==> src/rtl/dp.sv <==
// Booth multiplier datapath: A/Q/Q-1/M registers, iteration counter and a
// registered result port, all driven by the control unit's 8-bit control word.
module dp #(
  parameter int WIDTH = 8
) (
  input  logic             clk,
  input  logic             rst_n,
  input  logic [7:0]       c,
  input  logic [WIDTH-1:0] inbus,
  output logic             q0,
  output logic             qm,
  output logic             count,
  output logic [WIDTH-1:0] outbus
);

  localparam int CW = $clog2(WIDTH);
  localparam logic [CW-1:0] CNT_LAST = CW'(WIDTH - 1);

  localparam int B_LOAD_M = 0;
  localparam int B_LOAD_Q = 1;
  localparam int B_ARITH  = 2;
  localparam int B_SUB    = 3;
  localparam int B_SHIFT  = 4;
  localparam int B_INC    = 5;
  localparam int B_OUT_A  = 6;
  localparam int B_OUT_Q  = 7;

  // A carries one extra sign bit so that subtracting M = -2^(WIDTH-1) cannot overflow.
  logic [WIDTH:0]   a_q, a_d;
  logic [WIDTH-1:0] q_q, q_d;
  logic [WIDTH-1:0] m_q, m_d;
  logic             qm_q, qm_d;
  logic [CW-1:0]    cnt_q, cnt_d;
  logic [WIDTH-1:0] out_q, out_d;
  logic [WIDTH:0]   m_ext;

  assign m_ext = {m_q[WIDTH-1], m_q};

  always_comb begin
    a_d   = a_q;
    q_d   = q_q;
    m_d   = m_q;
    qm_d  = qm_q;
    cnt_d = cnt_q;
    out_d = out_q;

    // Register group: only the highest-priority set bit acts.
    if (c[B_LOAD_M]) begin
      m_d  = inbus;
      a_d  = '0;
      qm_d = 1'b0;
    end else if (c[B_LOAD_Q]) begin
      q_d = inbus;
    end else if (c[B_ARITH]) begin
      a_d = c[B_SUB] ? (a_q - m_ext) : (a_q + m_ext);
    end else if (c[B_SHIFT]) begin
      {a_d, q_d, qm_d} = {a_q[WIDTH], a_q, q_q};
    end

    if (c[B_LOAD_M]) begin
      cnt_d = '0;
    end else if (c[B_INC]) begin
      cnt_d = cnt_q + CW'(1);
    end

    // Output load samples the pre-update A/Q.
    if (c[B_OUT_A]) begin
      out_d = a_q[WIDTH-1:0];
    end else if (c[B_OUT_Q]) begin
      out_d = q_q;
    end
  end

  always_ff @(posedge clk or negedge rst_n) begin
    if (!rst_n) begin
      a_q   <= '0;
      q_q   <= '0;
      m_q   <= '0;
      qm_q  <= 1'b0;
      cnt_q <= '0;
      out_q <= '0;
    end else begin
      a_q   <= a_d;
      q_q   <= q_d;
      m_q   <= m_d;
      qm_q  <= qm_d;
      cnt_q <= cnt_d;
      out_q <= out_d;
    end
  end

  assign q0     = q_q[0];
  assign qm     = qm_q;
  assign count  = (cnt_q == CNT_LAST);
  assign outbus = out_q;

endmodule
==> config.mk <==
export PLATFORM = sky130hd
export DESIGN_NAME = dp
export DESIGN_NICKNAME = d
export VERILOG_FILES = /design/src/rtl/dp.sv
export SDC_FILE = /design/constraint.sdc
export NUM_CORES = 1
export LEC_CHECK = 0
export ABC_CLOCK_PERIOD_IN_PS = 3100
export BUFFER_PORTS_ARGS = -buffer_cell sky130_fd_sc_hd__buf_2
export CAP_MARGIN = 20
export CORE_ASPECT_RATIO = 1.2
export CORE_MARGIN = 10
export CORE_UTILIZATION = 45
export DETAILED_ROUTE_END_ITERATION = 6
export HOLD_SLACK_MARGIN = 0.1
export PLACE_DENSITY_LB_ADDON = 0.05
export SYNTH_ARGS = -nofsm -noshare
export SYNTH_HDL_FRONTEND = slang
export SYNTH_SLANG_ARGS = --single-unit
==> constraint.sdc <==
create_clock -name clk -period 3.1 [get_ports clk]
set_input_delay 0.62 -clock clk [delete_from_list [all_inputs] [get_ports clk]]
set_output_delay 0.62 -clock clk [all_outputs]
set_load 0.005 [all_outputs]
==> results of run 1 <==
-- report_power, final --
part / internal (mW) / switching [mW]
Clock: 0.176 / 0.154
Combinational: 0.174 / 0.181
Sequential: 0.545 / 0.0580
-- flip-flops by register name (all words and copies together) (netlist names) --
register	count
cnt_q	3
q_q	8
qm	1
a_q	9
m_q	8
outbus	8
-- cell usage after synthesis --
library cell	instances
or3_1	2
o22ai_1	1
ha_1	11
nor4b_1	3
xor2_1	1
nor3b_1	2
nor3_1	4
nor4_1	1
o21bai_1	1
a21oi_1	9
buf_2	3
xnor2_1	10
and2b_2	1
nand2_1	28
nor2b_1	3
a211oi_1	3
nor2_2	1
mux2_2	6
fa_1	1
a2111o_1	1
nor2_1	17
inv_1	7
o21ai_0	29
o31ai_1	2
dfrtp_1	37
clkbuf_1	5
o21a_1	4
a221o_1	3
o31a_1	2
nand2b_1	1
mux2i_1	19
buf_1	1
nor2b_4	1
-- kinds of logic after synthesis --
kind of cell	share of synthesized area (%)
xor gates and xnor gates	4.51
muxes	12.1
DFF	43.4
adders and majority gates	7.39
AOI/OAI and AO/OA	15.5
buffers and inverters	2.99
and+or+nand+nor	14.2
-- worst paths after layout --
path | slack, ns | to | startpoint | depth (start not counted)
setup / recovery | 0.37 | a_q[7] | m_q[0] | 10
hold / removal | 0.43 | outbus[3] | rst_n | 1
setup reg to reg | 0.37 | a_q[7] | m_q[0] | 10
hold reg to reg | 0.51 | q_q[6] | q_q[6] | 2
max in group asynchronous | 2.16 | cnt_q[2] | rst_n | 1
min in group clk | 0.51 | q_q[6] | q_q[6] | 2
-- metal layers --
metal	vias up	wire, um	GRT usage [%]	share of wire (%)
li1	835	-	-	-
met1	762	2270	15.7	48
met2	31	2270	21.6	48
met3	2	211	3.16	4.4
met4	0	27	3.84	0.56
met5	-	0	0	0
-- final cells by class --
| class | instances | area, um^2 | area share, % |
|---|---|---|---|
| Sequential cell | 37 | 926 | 38.4 |
| Tap cell | 58 | 72.6 | 3.01 |
| Clock buffer | 7 | 86.3 | 3.58 |
| Inverter | 7 | 26.3 | 1.09 |
| Multi-Input combinational cell | 167 | 1140 | 47.5 |
| Timing Repair Buffer | 30 | 155 | 6.43 |
-- worst reg2reg max path: stages, from the launching register on --
cell	delay [ns]
dfrtp_1	0.42
inv_1	0.09
ha_1	0.17
nor3b_1	0.35
a21oi_1	0.14
xnor2_1	0.14
ha_1	0.33
a2111o_1	0.42
o22ai_1	0.17
xnor2_1	0.08
a221o_1	0.31
==> run_results.csv, run 1 <==
group,metric,value,unit
grt,antenna_found_initial,0,
yosys,postSynthAreaPerCell,9.70,um^2
yosys,synth_nets,250,
yosys,yosysTopAreaCell,"dfrtp_1",
clock_network,clock_path_buffers,2,
die,ios,29,
clock_network,clk_pin_slew,0.07,ns
routing,wl,4.78,mm
timing,hold_viol_final,0,
placement,placed_area,2320,um^2
worst_setup_path,crit_arrival,2.89,ns
routing,wire_per_inst,15.6,um
pwr,p_leak,1.14,nW
layout,instances_no_fill,306,
layout,n_antenna_cell,0,
pwr,power_density,534,nW/um^2
die,die_w,82.9,um
timing,rsz0062_at_grt,"no",
layout,fill_cells,481,
routing,antenna_left,0,
die,initial_core_util,46.5,%
timing,fin_worst_hold_slack,0.432,ns
clock_network,hold_buffers,0,
worst_setup_path,critical_path_peak_fanout,4,
timing,setup_violations,0,
flow_run,maxCapViolCount,0,
worst_setup_path,critPathMaxStageDelay,0.42,ns
yosys,ys_ff_latch,37,
placement,dp_hpwl,3.71,mm
clock_network,clk_latency,0.28,ns
die,coreArea,4590,um^2
grt,grt_pass1_vias,1705,
placement,dp_slack,0.327,ns
clock_network,cts_tree,"done",
yosys,synth_top_area_share,43.4,%
timing,timing.final.crit_share,88.0,%
timing,timing.final.crit_period,2.73,ns
layout,layout_common_cells,"37 x dfrtp_1, 29 x o21ai_0, 28 x nand2_1, 28 x buf_2, 19 x mux2i_1",
clock_network,root_buffer,"clkbuf_8",
timing,fin_ws,0.371,ns
layout,drive_gt1_share,18.1,%
layout,utilization,52.5,%
routing,post_drt_via_cell_ratio,5.33,
routing,first_pass_iters,4,
yosys,synth_area_leaders,"dfrtp_1 43%, mux2i_1 8.9%, o21ai_0 6.8%, ha_1 6.4%, nand2_1 4.9%",
routing,first_iter_violations,69,
yosys,yosys_warnings,0,
die,dieArea,7910,um^2
worst_setup_path,path_cells,"inv_1 -> ha_1 -> nor3b_1 -> a21oi_1 -> xnor2_1 -> ha_1 -> a2111o_1 -> o22ai_1 -> xnor2_1 -> a221o_1",
timing,finalSetupTns,0,ns
grt,grt_pass1_wl,8.43,mm
timing,finalClockSkew,0.00307,ns
yosys,netlist-cell-type-count,33,
grt,globalRouteTotalUtil,12.7,%
layout,final_common_cell,"dfrtp_1",
timing,report.final.slew_viol_count,0,
pwr,finalPower,1.29,mW
min_path,hp-class,"input pin to asynchronous set/reset pin",
yosys,synth_area,2130,um^2
clock_network,htreeDepth,2,
yosys,yosysSeqAreaShare,43.4,%
clock_network,cts_buffers,5,
worst_setup_path,cp_slowest_cell,"dfrtp_1",
clock_network,ctsResizeCount,0,
timing,fmax,366,MHz
outcome,status,"completed",
placement,dp_cells,299,
layout,final_nets,278,
die,rows,27,
clock_network,postCtsSetupRepairBufs,0,
routing,drc_errors,0,
layout,design_area,2410,um^2
grt,gr-total-overflow,0,
timing,tightestPinTransition,0.812,ns
worst_setup_path,crit_path_end_kind,"flip-flop",
worst_setup_path,cp_num_buf_inv,1,
worst_setup_path,critPathRequiredTime,3.26,ns
pwr,ir_drop,0.000164,V
placement,port_buffers,28,
grt,grt_max_degree,38,
placement,gp_congestion,0.770,
worst_setup_path,critPathTopFamily,"compound AO/OA/AOI/OAI gates",
yosys,syn_inst,220,
timing,relSlewSlack,45.9,%
clock_network,cts_num_sinks,37,
layout,syn2layout_area_growth,13.0,%
die,die_h,95.4,um
routing,vias,1630,
worst_setup_path,setup.worst_path.class,"flip-flop to flip-flop",
worst_setup_path,start_kind,"flip-flop",
No activity file was read; power rests on OpenSTA's default activity.
==> run 2: changes to the inputs <==
Settings changed: CTS_BUF_LIST set to sky130_fd_sc_hd__clkbuf_16.
==> run_results.csv, run 2 (same netlist as run 1, synthesis figures left out) <==
group,metric,value,unit
pwr,ir_drop,0.000208,V
min_path,hp-class,"input pin to asynchronous set/reset pin",
layout,final_nets,278,
clock_network,htreeDepth,2,
layout,multiInputGateArea,1140,um^2
timing,fin_worst_hold_slack,0.445,ns
routing,wl,4.78,mm
routing,first_pass_iters,4,
layout,instances_no_fill,306,
die,ios,29,
routing,wl_met3,217,um
clock_network,cts_buffers,5,
layout,syn2layout_area_growth,15.1,%
die,die_h,95.4,um
worst_setup_path,crit_arrival,2.88,ns
layout,layout_common_cells,"37 x dfrtp_1, 29 x o21ai_0, 28 x nand2_1, 28 x buf_2, 19 x mux2i_1",
timing,timing.final.crit_period,2.73,ns
timing,fmax,367,MHz
placement,dp_hpwl,3.71,mm
layout,seq_area,926,um^2
pwr,power_density,576,nW/um^2
clock_network,hold_buffers,0,
die,die_w,82.9,um
timing,setup_violations,0,
timing,report.final.slew_viol_count,0,
worst_setup_path,critical_path_peak_fanout,4,
grt,grt_pass1_wl,8.43,mm
routing,post_drt_via_cell_ratio,5.30,
grt,antenna_found_initial,0,
timing,relSlewSlack,45.5,%
routing,wire_per_inst,15.6,um
pwr,p_leak,1.17,nW
layout,final_common_cell,"dfrtp_1",
outcome,status,"completed",
worst_setup_path,critPathRequiredTime,3.26,ns
timing,timing.final.crit_share,87.9,%
clock_network,cts_tree,"done",
routing,antenna_left,0,
routing,wl_met1,2.23,mm
timing,finalSetupTns,0,ns
timing,finalClockSkew,0.00417,ns
layout,top_register,"a_q",
grt,globalRouteTotalUtil,12.7,%
clock_network,ctsResizeCount,0,
die,coreArea,4590,um^2
clock_network,clock_path_buffers,2,
placement,port_buffers,28,
worst_setup_path,start_kind,"flip-flop",
grt,gr-total-overflow,0,
routing,highest_layer,"met4",
routing,vias,1623,
flow_run,maxCapViolCount,0,
placement,gp_congestion,0.770,
worst_setup_path,crit_path_end_kind,"flip-flop",
routing,first_iter_violations,63,
layout,drive_gt1_share,17.7,%
die,initial_core_util,46.5,%
grt,grt_max_degree,38,
clock_network,root_buffer,"clkbuf_16",
layout,largest_reg_flops,9,
worst_setup_path,setup.worst_path.class,"flip-flop to flip-flop",
routing,wl_met2,2.27,mm
clock_network,postCtsSetupRepairBufs,0,
die,rows,27,
timing,hold_viol_final,0,
grt,grt_pass1_vias,1705,
timing,rsz0062_at_grt,"no",
routing,drc_errors,0,
clock_network,clk_pin_slew,0.05,ns
clock_network,cts_num_sinks,37,
clock_network,clk_latency,0.27,ns
layout,n_antenna_cell,0,
die,dieArea,7910,um^2
layout,fill_cells,473,
placement,dp_cells,299,
timing,tightestPinTransition,0.817,ns
==> run 2: through the flow <==
| stage | power (mW) | setup slack, ns | util, % | area [um^2] |
|---|---|---|---|---|
| final | 1.41 | 0.374 | 53.5 | 2460 |
| after global routing | 1.51 | 0.0973 | 53.5 | 2460 |
| after CTS | 1.43 | 0.339 | 53.5 | 2460 |
| after detailed placement | 0.971 | 0.327 | 50.6 | 2320 |
| after global placement | 0.969 | 0.361 | 50.6 | 2320 |
| after floorplan | 0.860 | 0.470 | - | 2130 |
==> run 2: report_power, final <==
part	switching (mW)	leakage, nW	internal, mW
registers	0.0579	0.477	0.546
clock network	0.170	0.0685	0.287
logic	0.180	0.622	0.174
==> run 2: layout make-up <==
| class | count | area share, % |
|---|---|---|
| clock inverter | 2 | 0.305 |
| multi-input combinational | 167 | 46.6 |
| clock buffer | 5 | 5.09 |
| tap | 58 | 2.95 |
| timing repair buffer | 30 | 6.31 |
| sequential | 37 | 37.7 |
| inverter | 7 | 1.07 |
==> run 2: worst paths after layout <==
path	from	end	slack (ns)	cells after the start
max	m_q[0]	a_q[7]	0.37	10
min	rst_n	outbus[3]	0.44	1
max reg2reg	m_q[0]	a_q[7]	0.37	10
min reg2reg	q_q[6]	q_q[6]	0.51	2
max in group asynchronous	rst_n	qm	2.14	1
min in group clk	q_q[6]	q_q[6]	0.51	2
==> run 2: layer usage <==
metal | up-vias | track usage (%)
met1 | 748 | 15.7
met2 | 32 | 21.6
li1 | 837 | -
met3 | 6 | 2.90
met4 | 0 | 4.26
met5 | - | 0
==> run 2: worst max-delay path, cell delays in order (launching register included) <==
cell and delay (ns):
dfrtp_1 0.41, inv_1 0.09, ha_1 0.17, nor3b_1 0.36
a21oi_1 0.14, xnor2_1 0.14, ha_1 0.33, a2111o_1 0.42
o22ai_1 0.17, xnor2_1 0.08, a221o_1 0.31
==> run 3: changes to the inputs <==
Settings changed: ABC_CLOCK_PERIOD_IN_PS 3100 to 3300.
Clock period 3.1 ns to 3.3 ns, I/O delays scaled along.
==> run_results.csv, run 3 (same netlist as run 1, synthesis figures left out) <==
group,metric,value,unit
layout,layout_common_cells,"37 x dfrtp_1, 29 x o21ai_0, 28 x nand2_1, 28 x buf_2, 19 x mux2i_1",
timing,fmax,368,MHz
worst_setup_path,crit_arrival,2.88,ns
timing,timing.final.crit_period,2.72,ns
die,initial_core_util,46.5,%
layout,top_register,"a_q",
clock_network,clk_pin_slew,0.05,ns
routing,post_drt_via_cell_ratio,5.37,
layout,largest_reg_flops,9,
timing,relSlewSlack,44.6,%
layout,syn2layout_area_growth,14.7,%
timing,hold_viol_final,0,
routing,wl,4.91,mm
routing,first_pass_iters,4,
outcome,status,"completed",
die,rows,27,
clock_network,ctsResizeCount,0,
die,die_h,95.4,um
layout,n_antenna_cell,0,
pwr,power_density,548,nW/um^2
die,ios,29,
clock_network,cts_tree,"done",
placement,dp_cells,298,
clock_network,postCtsSetupRepairBufs,0,
routing,drc_errors,0,
die,coreArea,4590,um^2
die,dieArea,7910,um^2
timing,fin_ws,0.579,ns
grt,grt_pass1_vias,1690,
layout,instances_no_fill,304,
worst_setup_path,reg2regPathDepth,10,
timing,report.final.slew_viol_count,0,
pwr,p_leak,1.16,nW
worst_setup_path,cp-endpoint,"a_q[7]",
routing,wire_per_inst,16.2,um
worst_setup_path,setup.worst_path.class,"flip-flop to flip-flop",
clock_network,root_buffer,"clkbuf_16",
clock_network,clock_path_buffers,2,
worst_setup_path,r2r_end,"a_q[7]",
die,die_w,82.9,um
grt,globalRouteTotalUtil,13.0,%
layout,final_common_cell,"dfrtp_1",
timing,finalSetupTns,0,ns
worst_setup_path,reg2reg_from,"m_q[0]",
placement,dp_hpwl,3.74,mm
grt,grt_max_degree,38,
timing,fin_worst_hold_slack,0.487,ns
timing,finalClockSkew,0.00345,ns
worst_setup_path,r2r_slack,0.58,ns
layout,utilization,53.3,%
placement,dp_slack,0.484,ns
routing,vias,1633,
worst_setup_path,critical_path_peak_fanout,4,
routing,antenna_left,0,
pwr,ir_drop,0.000208,V
placement,gp_congestion,0.755,
grt,antenna_found_initial,0,
layout,fill_cells,453,
worst_setup_path,crit_start,"m_q[0]",
grt,gr-total-overflow,0,
clock_network,cts_buffers,5,
worst_setup_path,start_kind,"flip-flop",
routing,first_iter_violations,54,
clock_network,cts_num_sinks,37,
worst_setup_path,critPathRequiredTime,3.46,ns
clock_network,hold_buffers,0,
min_path,hp-class,"input pin to asynchronous set/reset pin",
worst_setup_path,crit_path_end_kind,"flip-flop",
flow_run,maxCapViolCount,0,
timing,tightestPinTransition,0.832,ns
layout,drive_gt1_share,17.9,%
placement,port_buffers,28,
timing,timing.final.crit_share,82.4,%
timing,setup_violations,0,
clock_network,htreeDepth,2,
grt,grt_pass1_wl,8.50,mm
layout,final_nets,277,
timing,rsz0062_at_grt,"no",
clock_network,clk_latency,0.27,ns
[run 3: cell count changes in the layout (fill, tap and decap cells not counted)]
cell,change
clkinv_1,-1
clkinv_2,+1
inv_1,-1
buf_4,-1
[run 3: metrics by stage]
stage / power, mW / instance area, um^2
2_1_floorplan: 0.808 / 2130
3_3_place_gp: 0.911 / 2320
3_5_place_dp: 0.914 / 2320
4_1_cts: 1.35 / 2450
5_1_grt: 1.43 / 2450
6_report: 1.34 / 2450
[run 3: worst min-delay path by stage]
stage,startpoint,endpoint,cells past startpoint
finish,rst_n,q_q[2],1
global route,rst_n,q_q[2],1
CTS,rst_n,q_q[2],1
detailed placement,q_q[6],q_q[6],2
global placement,q_q[7],q_q[7],2
floorplan,rst_n,a_q[0],0
[run 3: metal layers]
metal  vias to the layer above  global-route usage, %  part of all wire, %
met2                        20                   20.8                   46
met1                       771                   16.5                   49
met5                         -                      0                    0
met3                         6                   3.50                  3.8
li1                        836                      -                    -
met4                         0                   4.69                  1.2
[run 3: area by class of cell]
cell class	instances	area, um^2	area share, %
tap	58	72.6	2.97
multi-input combinational	167	1140	46.8
timing repair buffer	29	148	6.03
inverter	7	26.3	1.07
clock inverter	1	5.00	0.204
sequential	37	926	37.8
clock buffer	5	125	5.11
[run 3: where the power goes]
| part | switching (mW) | total, mW | internal, mW |
|---|---|---|---|
| Sequential | 0.0544 | 0.567 | 0.513 |
| Clock | 0.168 | 0.437 | 0.269 |
| Combinational | 0.173 | 0.336 | 0.163 |
| Total | 0.395 | 1.34 | 0.945 |
[run 3: critical path: stages (launching register included)]
cell and delay, ns:
dfrtp_1 0.41, inv_1 0.08, ha_1 0.16, nor3b_1 0.34, a21oi_1 0.14, xnor2_1 0.14, ha_1 0.33, a2111o_1 0.42
o22ai_1 0.19, xnor2_1 0.09, a221o_1 0.31
